### src/rtl/mod_sampler_pkg.sv
// rtl/mod_sampler_pkg.sv - shared widths, FSM states and helpers for modulation_sampler
package mod_sampler_pkg;

  localparam int ADDR_W = 16;
  localparam int DIV_W  = 32;

  typedef enum logic [1:0] {
    IDLE = 2'd0,
    LOAD = 2'd1,
    RUN  = 2'd2
  } state_e;

  // A divider of zero would never reach terminal count; treat it as one.
  function automatic logic [DIV_W-1:0] clamp_div(input logic [DIV_W-1:0] div);
    return (div == '0) ? DIV_W'(1) : div;
  endfunction

endpackage

### src/rtl/delay_token_pipe.sv
// rtl/delay_token_pipe.sv - 1-bit token shift register for aligning with BRAM read latency
module delay_token_pipe #(
  parameter int DEPTH = 2
) (
  input  logic clk,
  input  logic rst_n,
  input  logic flush,
  input  logic din,
  output logic dout
);

  logic [DEPTH-1:0] sr;

  always_ff @(posedge clk or negedge rst_n) begin
    if (!rst_n) begin
      sr <= '0;
    end else if (flush) begin
      sr <= '0;
    end else begin
      sr[0] <= din;
      for (int i = 1; i < DEPTH; i++) begin
        sr[i] <= sr[i-1];
      end
    end
  end

  assign dout = sr[DEPTH-1];

endmodule

### src/rtl/modulation_sampler.sv
// rtl/modulation_sampler.sv - steps the modulation BRAM index at CLK/FREQ_DIV and captures amplitudes
module modulation_sampler #(
  parameter int MEM_LATENCY = 2,
  parameter int ADDR_W      = mod_sampler_pkg::ADDR_W,
  parameter int DIV_W       = mod_sampler_pkg::DIV_W
) (
  input  logic              CLK,
  input  logic              RST_N,
  input  logic              EN,
  input  logic              SYNC,
  input  logic [DIV_W-1:0]  FREQ_DIV,
  input  logic [ADDR_W-1:0] CYCLE,
  output logic [ADDR_W-1:0] ADDR,
  input  logic [7:0]        M_IN,
  output logic [7:0]        M,
  output logic              M_VALID
);

  import mod_sampler_pkg::*;

  state_e            state, state_n;
  logic [ADDR_W-1:0] addr_n, cycle_s, cycle_n;
  logic [DIV_W-1:0]  presc, presc_n, div_s, div_n;
  logic              fetch, fetch_n, flush, tok;

  always_ff @(posedge CLK or negedge RST_N) begin
    if (!RST_N) state <= IDLE;
    else        state <= state_n;
  end

  always_comb begin
    state_n = state;
    addr_n  = ADDR;
    presc_n = presc;
    div_n   = div_s;
    cycle_n = cycle_s;
    fetch_n = 1'b0;
    flush   = 1'b0;
    case (state)
      IDLE: begin
        addr_n  = '0;
        presc_n = '0;
        if (EN && SYNC) state_n = LOAD;
      end
      LOAD: begin
        addr_n  = '0;
        presc_n = '0;
        if (!EN) begin
          flush   = 1'b1;
          state_n = IDLE;
        end else begin
          div_n   = clamp_div(FREQ_DIV);
          cycle_n = CYCLE;
          fetch_n = 1'b1;
          state_n = RUN;
        end
      end
      RUN: begin
        if (!EN) begin
          addr_n  = '0;
          presc_n = '0;
          flush   = 1'b1;
          state_n = IDLE;
        end else if (SYNC) begin
          // Restart wins over a coincident terminal count; LOAD zeroes the index.
          state_n = LOAD;
        end else if (presc == div_s - DIV_W'(1)) begin
          presc_n = '0;
          fetch_n = 1'b1;
          if (ADDR == cycle_s) begin
            addr_n  = '0;
            div_n   = clamp_div(FREQ_DIV);
            cycle_n = CYCLE;
          end else begin
            addr_n = ADDR + ADDR_W'(1);
          end
        end else begin
          presc_n = presc + DIV_W'(1);
        end
      end
      default: state_n = IDLE;
    endcase
  end

  // fetch marks the cycle the new index is on the bus, so the pipe output
  // lines up with M_IN arriving MEM_LATENCY cycles later.
  delay_token_pipe #(.DEPTH(MEM_LATENCY)) u_pipe (
    .clk   (CLK),
    .rst_n (RST_N),
    .flush (flush),
    .din   (fetch),
    .dout  (tok)
  );

  always_ff @(posedge CLK or negedge RST_N) begin
    if (!RST_N) begin
      ADDR    <= '0;
      presc   <= '0;
      div_s   <= DIV_W'(1);
      cycle_s <= '0;
      fetch   <= 1'b0;
      M       <= '0;
      M_VALID <= 1'b0;
    end else begin
      ADDR    <= addr_n;
      presc   <= presc_n;
      div_s   <= div_n;
      cycle_s <= cycle_n;
      fetch   <= fetch_n;
      M_VALID <= tok && !flush;
      if (tok && !flush) M <= M_IN;
    end
  end

endmodule

### config.mk
export PLATFORM = sky130hd
export DESIGN_NAME = modulation_sampler
export DESIGN_NICKNAME = d
export VERILOG_FILES = /design/src/rtl/mod_sampler_pkg.sv /design/src/rtl/delay_token_pipe.sv /design/src/rtl/modulation_sampler.sv
export SDC_FILE = /design/constraint.sdc
export NUM_CORES = 1
export LEC_CHECK = 0
export CORE_ASPECT_RATIO = 0.75
export CORE_MARGIN = 2
export CORE_UTILIZATION = 55
export DETAILED_ROUTE_END_ITERATION = 6
export PLACE_DENSITY = 0.8
export SYNTH_ARGS = -nofsm -noshare
export SYNTH_HDL_FRONTEND = slang
export SYNTH_HIERARCHICAL = 1
export SYNTH_SLANG_ARGS = --single-unit
### constraint.sdc
create_clock -name CLK -period 3.9 [get_ports CLK]
set_input_delay 0.78 -clock CLK [delete_from_list [all_inputs] [get_ports CLK]]
set_output_delay 0.78 -clock CLK [all_outputs]
set_load 0.005 [all_outputs]
* Yosys cells after proc, flatten, opt, wreduce, memory -nomap -nowiden
Index checks and enable logic that the tools add are counted.
Widths: inputs -> output; s select.
** Word-level totals
- Output and inout bits :: 25
- Logic and storage cells :: 73
- Bits in registers :: 110
- Input bits :: 60
** Cells by class
- Eq/ne operators :: 13
- Mux-type cells :: 35
- Add/subtract/negate cells :: 3
- Reduce and logical (&&, ||, !) cells :: 13
** Operators by type and width (count)
- $mux 32 :: 9
- $mux 16 :: 9
- $pmux 32 s2 :: 2
- $pmux 16 s2 :: 2
- $add 32x1->32 const B :: 1
- $eq 32x32->1 :: 1
- $logic_not 32->1 :: 1
- $sub 32x1->32 const B :: 1
- $add 16x1->16 const B :: 1
- $eq 16x16->1 :: 1
- $ne 2x2->1 const B :: 6
- $mux 2 :: 5
- $ne 3x3->1 const B :: 3
- $mux 1 :: 6
- $pmux 2 s3 :: 1
- $reduce_and 6->1 :: 1
- $reduce_and 2->1 :: 2
- $reduce_bool 2->1 :: 2
- $reduce_or 2->1 :: 2
- $reduce_and 3->1 :: 1
- $eq 2x1->1 const B :: 1
- $eq 2x2->1 const B :: 1
- $logic_and 1x1->1 :: 2
- $logic_not 2->1 :: 1
- other kinds (2) :: 2

* Depth between registers and ports, before layout
- Depth after elaboration :: 7
- Gate-level depth with buffers :: 14
- Mapped depth without buffers :: 11

* By module
Netlist, hierarchy kept.
** Modules (own cells, without submodules)
- modulation_sampler :: seq. area each 2703.8 um^2, instances 1, cells each 636, area an instance 6329.8 um^2
- delay_token_pipe :: seq. area each 50.0 um^2, instances 1, cells each 4, area an instance 62.6 um^2

* Least setup slack after synthesis
OpenSTA, ideal clock, no wires.
- Path kind :: register to register
- From :: register div_s[4]
- To :: register ADDR[13]
- Buffers on the path :: 3
- Library setup time :: 0.119 ns
- Required time :: 3.781 ns
- Slack :: 0.481 ns
- Period minus slack after synthesis :: 3.419 ns
- Stages on the path, launching flop included :: 13
- Data arrival time :: 3.300 ns
- Path through :: dfrtp_1 buf_6 nor4_4 nand2_4 or4_1 a2111oi_2 o2111ai_1 or4_1 buf_6 a21oi_2 buf_4 a21boi_0 o21ba_1
** Between the ends
- Longest elaborated chain between the ends :: 4
** Ends and longest elaborated chain
- from (decl) :: RTL line modulation_sampler.sv:23 : logic [DIV_W-1:0] presc, presc_n, div_s, div_n;
- from (signal assigned) :: RTL line modulation_sampler.sv:107 : div_s <= div_n;
- $sub 32x1->32 :: RTL line modulation_sampler.sv:67 : end else if (presc == div_s - DIV_W'(1)) begin
- $eq 32x32->1 :: RTL line modulation_sampler.sv:67
- $ne 3x3->1 (no line)
- $reduce_and 3->1 (no line)
- to (signal assigned) :: RTL line modulation_sampler.sv:105 : ADDR <= addr_n;
- to (decl) :: RTL line modulation_sampler.sv:13 : output logic [ADDR_W-1:0] ADDR,
Every way passes these cells.
A chain may end at the register's enable or synchronous reset.

* Final worst setup path
- From :: register div_s[2]
- To :: register ADDR[3]
Same word-level chain as after synthesis.

==> key figures <==
Worst setup path
  • Worst EP required: 4170 ps
  • R2r worst-path depth: 11
  • Reg2reg setup slack: 200 ps
  • Crit path capture type: flop
  • CP Launch Type: flop
  • Crit path kind: reg2reg
  • Crit Reg-Reg Startpoint: div_s[2]$_DFFE_PN0P_
  • CP arrival: 3970 ps
  • R2r endpoint: ADDR[3]$_DFFE_PN0P_
  • Worst-path maximum fanout: 9

Finish
  • Fin util: 68.2%
  • Diodes inserted: 0
  • Filler Cell Count: 889
  • Area added between synthesis and finish: 22.0%
  • # nets final: 790
  • Fraction of layout cells with a size suffix above 1: 15.0%
  • Filler-free cell count of the finished design: 872

Global route
  • First-pass GRT wire length: 26,900 um
  • Number of global-route vias before repair: 5,166
  • Final global-route overflow total: 0
  • Total GRT Usage: 27.1%
  • Largest net degree at the start of global routing: 59
  • Antenna violations before repair: 0

CTS
  • Clock slew at reported path FFs: 70 ps
  • CTS Sinks: 110
  • Htree depth: 3
  • CTS tree: done
  • CTS max path bufs: 2
  • Number of buffers created by CTS: 9
  • Cts-stage hold buffer count: 0
  • Worst skew pair latency: 350 ps
  • Root Driver: clkbuf_16

Die
  • Cell Rows: 34
  • Die W: 128 um
  • Core Footprint: 0.0114 mm^2
  • Die Height: 97.4 um
  • Initial Util: 55.9%
  • Total die area: 0.0125 mm^2
  • # IOs: 85

Synth
  • Synthesized instance count: 640
  • Main synth FF type: dfrtp_1
  • Seq/Total Area, Yosys: 43.1%
  • #FFs+latches synth: 110
  • Yosys cell types: 70
  • Avg Inst Size Synth: 9.99 um^2
  • EDFF count, synth: 0
  • Cell Area, Synth: 0.00639 mm^2
  • Net Count, Synth: 707
  • Async S/R FF share, synth: 100%
  • Yosys Warn Count: 6

Timing
  • # setup viols final: 0
  • Unrepaired setup endpoints after global routing: false
  • Setup WS post-layout: 200 ps
  • Fin crit share: 94.9%
  • Final setup TNS: 0 ps
  • Final min period: 3700 ps
  • Measured slew at the worst slew-check pin: 893 ps
  • Max Freq: 270 MHz
  • Final Hold Viols: 0
  • Slew HR: 39.9%
  • Worst Skew: 7.61 ps
  • Number of max-slew violations in the final report: 0

Place
  • Cells after DPL: 853
  • HPWL Detailed: 12,200 um
  • Pre-CTS setup slack: 60.6 ps
  • Final RePlAce weighted congestion: 0.956
  • IO Port Bufs: 84

Detailed routing
  • DRT iter0 DRCs: 483
  • Vias: 5,299
  • WL/cell: 18.6 um
  • Vias/cell: 6.08
  • DRC: 0
  • Routed Antenna Nets: 0
  • DRT Wirelength: 16,200 um
  • Initial DRT Pass Iterations: 5

Pwr
  • Power Density: 593 mW/mm^2
  • Peak supply drop: 0.000332 V
  • Leak: 3.17 nW

Outcome
  • Outcome: completed

Min path
  • Worst Hold Class: in2async

Flow run
  • Max_cap viols: 0
final cells by class:
class	instances	area [um^2]	share of cell area (%)
clock buffer	10	239	3.06
clock inverter	6	116	1.49
inverter	11	41.3	0.529
multi-input combinational	485	3440	44.1
sequential	110	2750	35.3
tap	144	180	2.31
timing repair buffer	106	1030	13.2
repair_timing:
item	in CTS	in global routing
endpoints found under the setup margin	0	79
setup buffers	0	3
resized for setup	0	4
layout by cell type (no fill, tap or decap), types with 4 or more instances in the layout:
cell / n
or3_1: 4
a21oi_1: 17
clkdlybuf4s50_1: 83
ha_1: 7
nand2_1: 64
nor2_1: 52
a31oi_1: 4
xnor2_1: 35
o21ai_0: 9
nor3_1: 15
and3_1: 12
a211oi_2: 6
nand4_1: 15
xor2_1: 52
clkbuf_16: 9
buf_4: 21
nor2b_1: 5
or4_1: 5
mux2_2: 47
dfrtp_1: 109
o311ai_0: 9
nor4_1: 21
nand3_1: 35
inv_1: 10
and2_1: 6
metrics by stage:
step | power, W | cell area [um^2] | hold slack (ps)
after detailed placement | 0.00351 | 7410 | 471
after global placement | 0.00344 | 7410 | 457
after CTS | 0.00461 | 7760 | 490
after floorplan | 0.00294 | 6390 | 439
final | 0.00463 | 7800 | 487
after global routing | 0.00489 | 7800 | 517
metal layers:
metal,vias up,part of all wire [%],GRT usage (%)
li1,2472,-,-
met1,2595,46,39.7
met2,206,46,41.9
met3,26,6.7,5.56
met4,0,1.1,5.92
met5,-,0,0
cell families (layout without fill, tap and decap cells):
| family | after synthesis | after routing | synth area share, % |
|---|---|---|---|
| and+or+nand+nor | 259 | 259 | 21.6 |
| DFF | 110 | 110 | 43.1 |
| xor gates and xnor gates | 87 | 87 | 11.9 |
| AOI/OAI and AO/OA | 84 | 84 | 10.3 |
| muxes | 48 | 48 | 8.44 |
| buffers and inverters | 45 | 133 | 3.31 |
| adders and majority gates | 7 | 7 | 1.37 |
state kept, by name (all words and copies together), names as in the netlist:
signal,cells
ADDR,16
state,2
div_s,32
cycle_s,16
M,8
u_pipe/sr,2
M_VALID,1
fetch,1
presc,32
power by group:
part | leakage (nW) | total [W] | internal, W | switching [W]
combinational | 1.57 | 0.00171 | 0.000869 | 0.000844
clock | 0.174 | 0.00108 | 0.000652 | 0.000429
sequential | 1.42 | 0.00184 | 0.00146 | 0.000379
cells in the mapped netlist, drive strengths merged (2+ instances only):
library cell / instances / area share [%]
a31o: 2 / 0.27
o21ai: 9 / 0.70
nand4b: 2 / 0.27
o22ai: 2 / 0.20
xor2: 52 / 7.1
o211a: 2 / 0.31
a41oi: 2 / 0.27
nand2: 65 / 3.9
o21a: 3 / 0.35
xnor2: 35 / 4.8
ha: 7 / 1.4
o32ai: 2 / 0.39
nand2b: 2 / 0.20
a21oi: 18 / 1.5
a311oi: 2 / 0.27
and3: 12 / 1.2
nand4: 15 / 1.5
nand3: 35 / 2.7
a31oi: 4 / 0.39
nand3b: 3 / 0.35
o311ai: 9 / 1.2
nor2: 52 / 3.1
dfrtp: 109 / 43
nor4: 25 / 3.2
nor2b: 5 / 0.49
nor3: 16 / 1.4
inv: 10 / 0.59
o31ai: 3 / 0.35
and4: 3 / 0.41
buf: 14 / 1.5
o211ai: 2 / 0.23
or4: 7 / 0.82
nor4bb: 2 / 0.31
a211oi: 7 / 1.3
or3: 4 / 0.39
mux2: 47 / 8.3
clkbuf: 20 / 1.2
o2111ai: 3 / 0.41
o31a: 2 / 0.27
and2: 6 / 0.59
nor3b: 3 / 0.43
worst max-delay path, cell delays in order, from the launching register on:
cell	delay, ps
dfrtp_1	480
nor4_4	520
nand2_4	140
or4_1	500
a2111oi_2	360
o2111ai_1	230
or4_1	610
buf_4	230
nor3_4	180
buf_4	170
a21oi_1	60
a21oi_1	130
worst max path at each step:
stage,from,end,slack (ps),cells past startpoint
floorplan,div_s[4]$_DFFE_PN0P_,ADDR[13]$_DFFE_PN0P_,480,12
finish,div_s[2]$_DFFE_PN0P_,ADDR[3]$_DFFE_PN0P_,200,11
global route,div_s[2]$_DFFE_PN0P_,ADDR[2]$_DFFE_PN0P_,4,11
global placement,div_s[1]$_DFFE_PN0P_,ADDR[9]$_DFFE_PN0P_,260,10
CTS,div_s[20]$_DFFE_PN0P_,ADDR[15]$_DFFE_PN0P_,30,10
detailed placement,div_s[20]$_DFFE_PN0P_,ADDR[15]$_DFFE_PN0P_,60,10
Note: power is estimated with default switching activity, not from simulation.
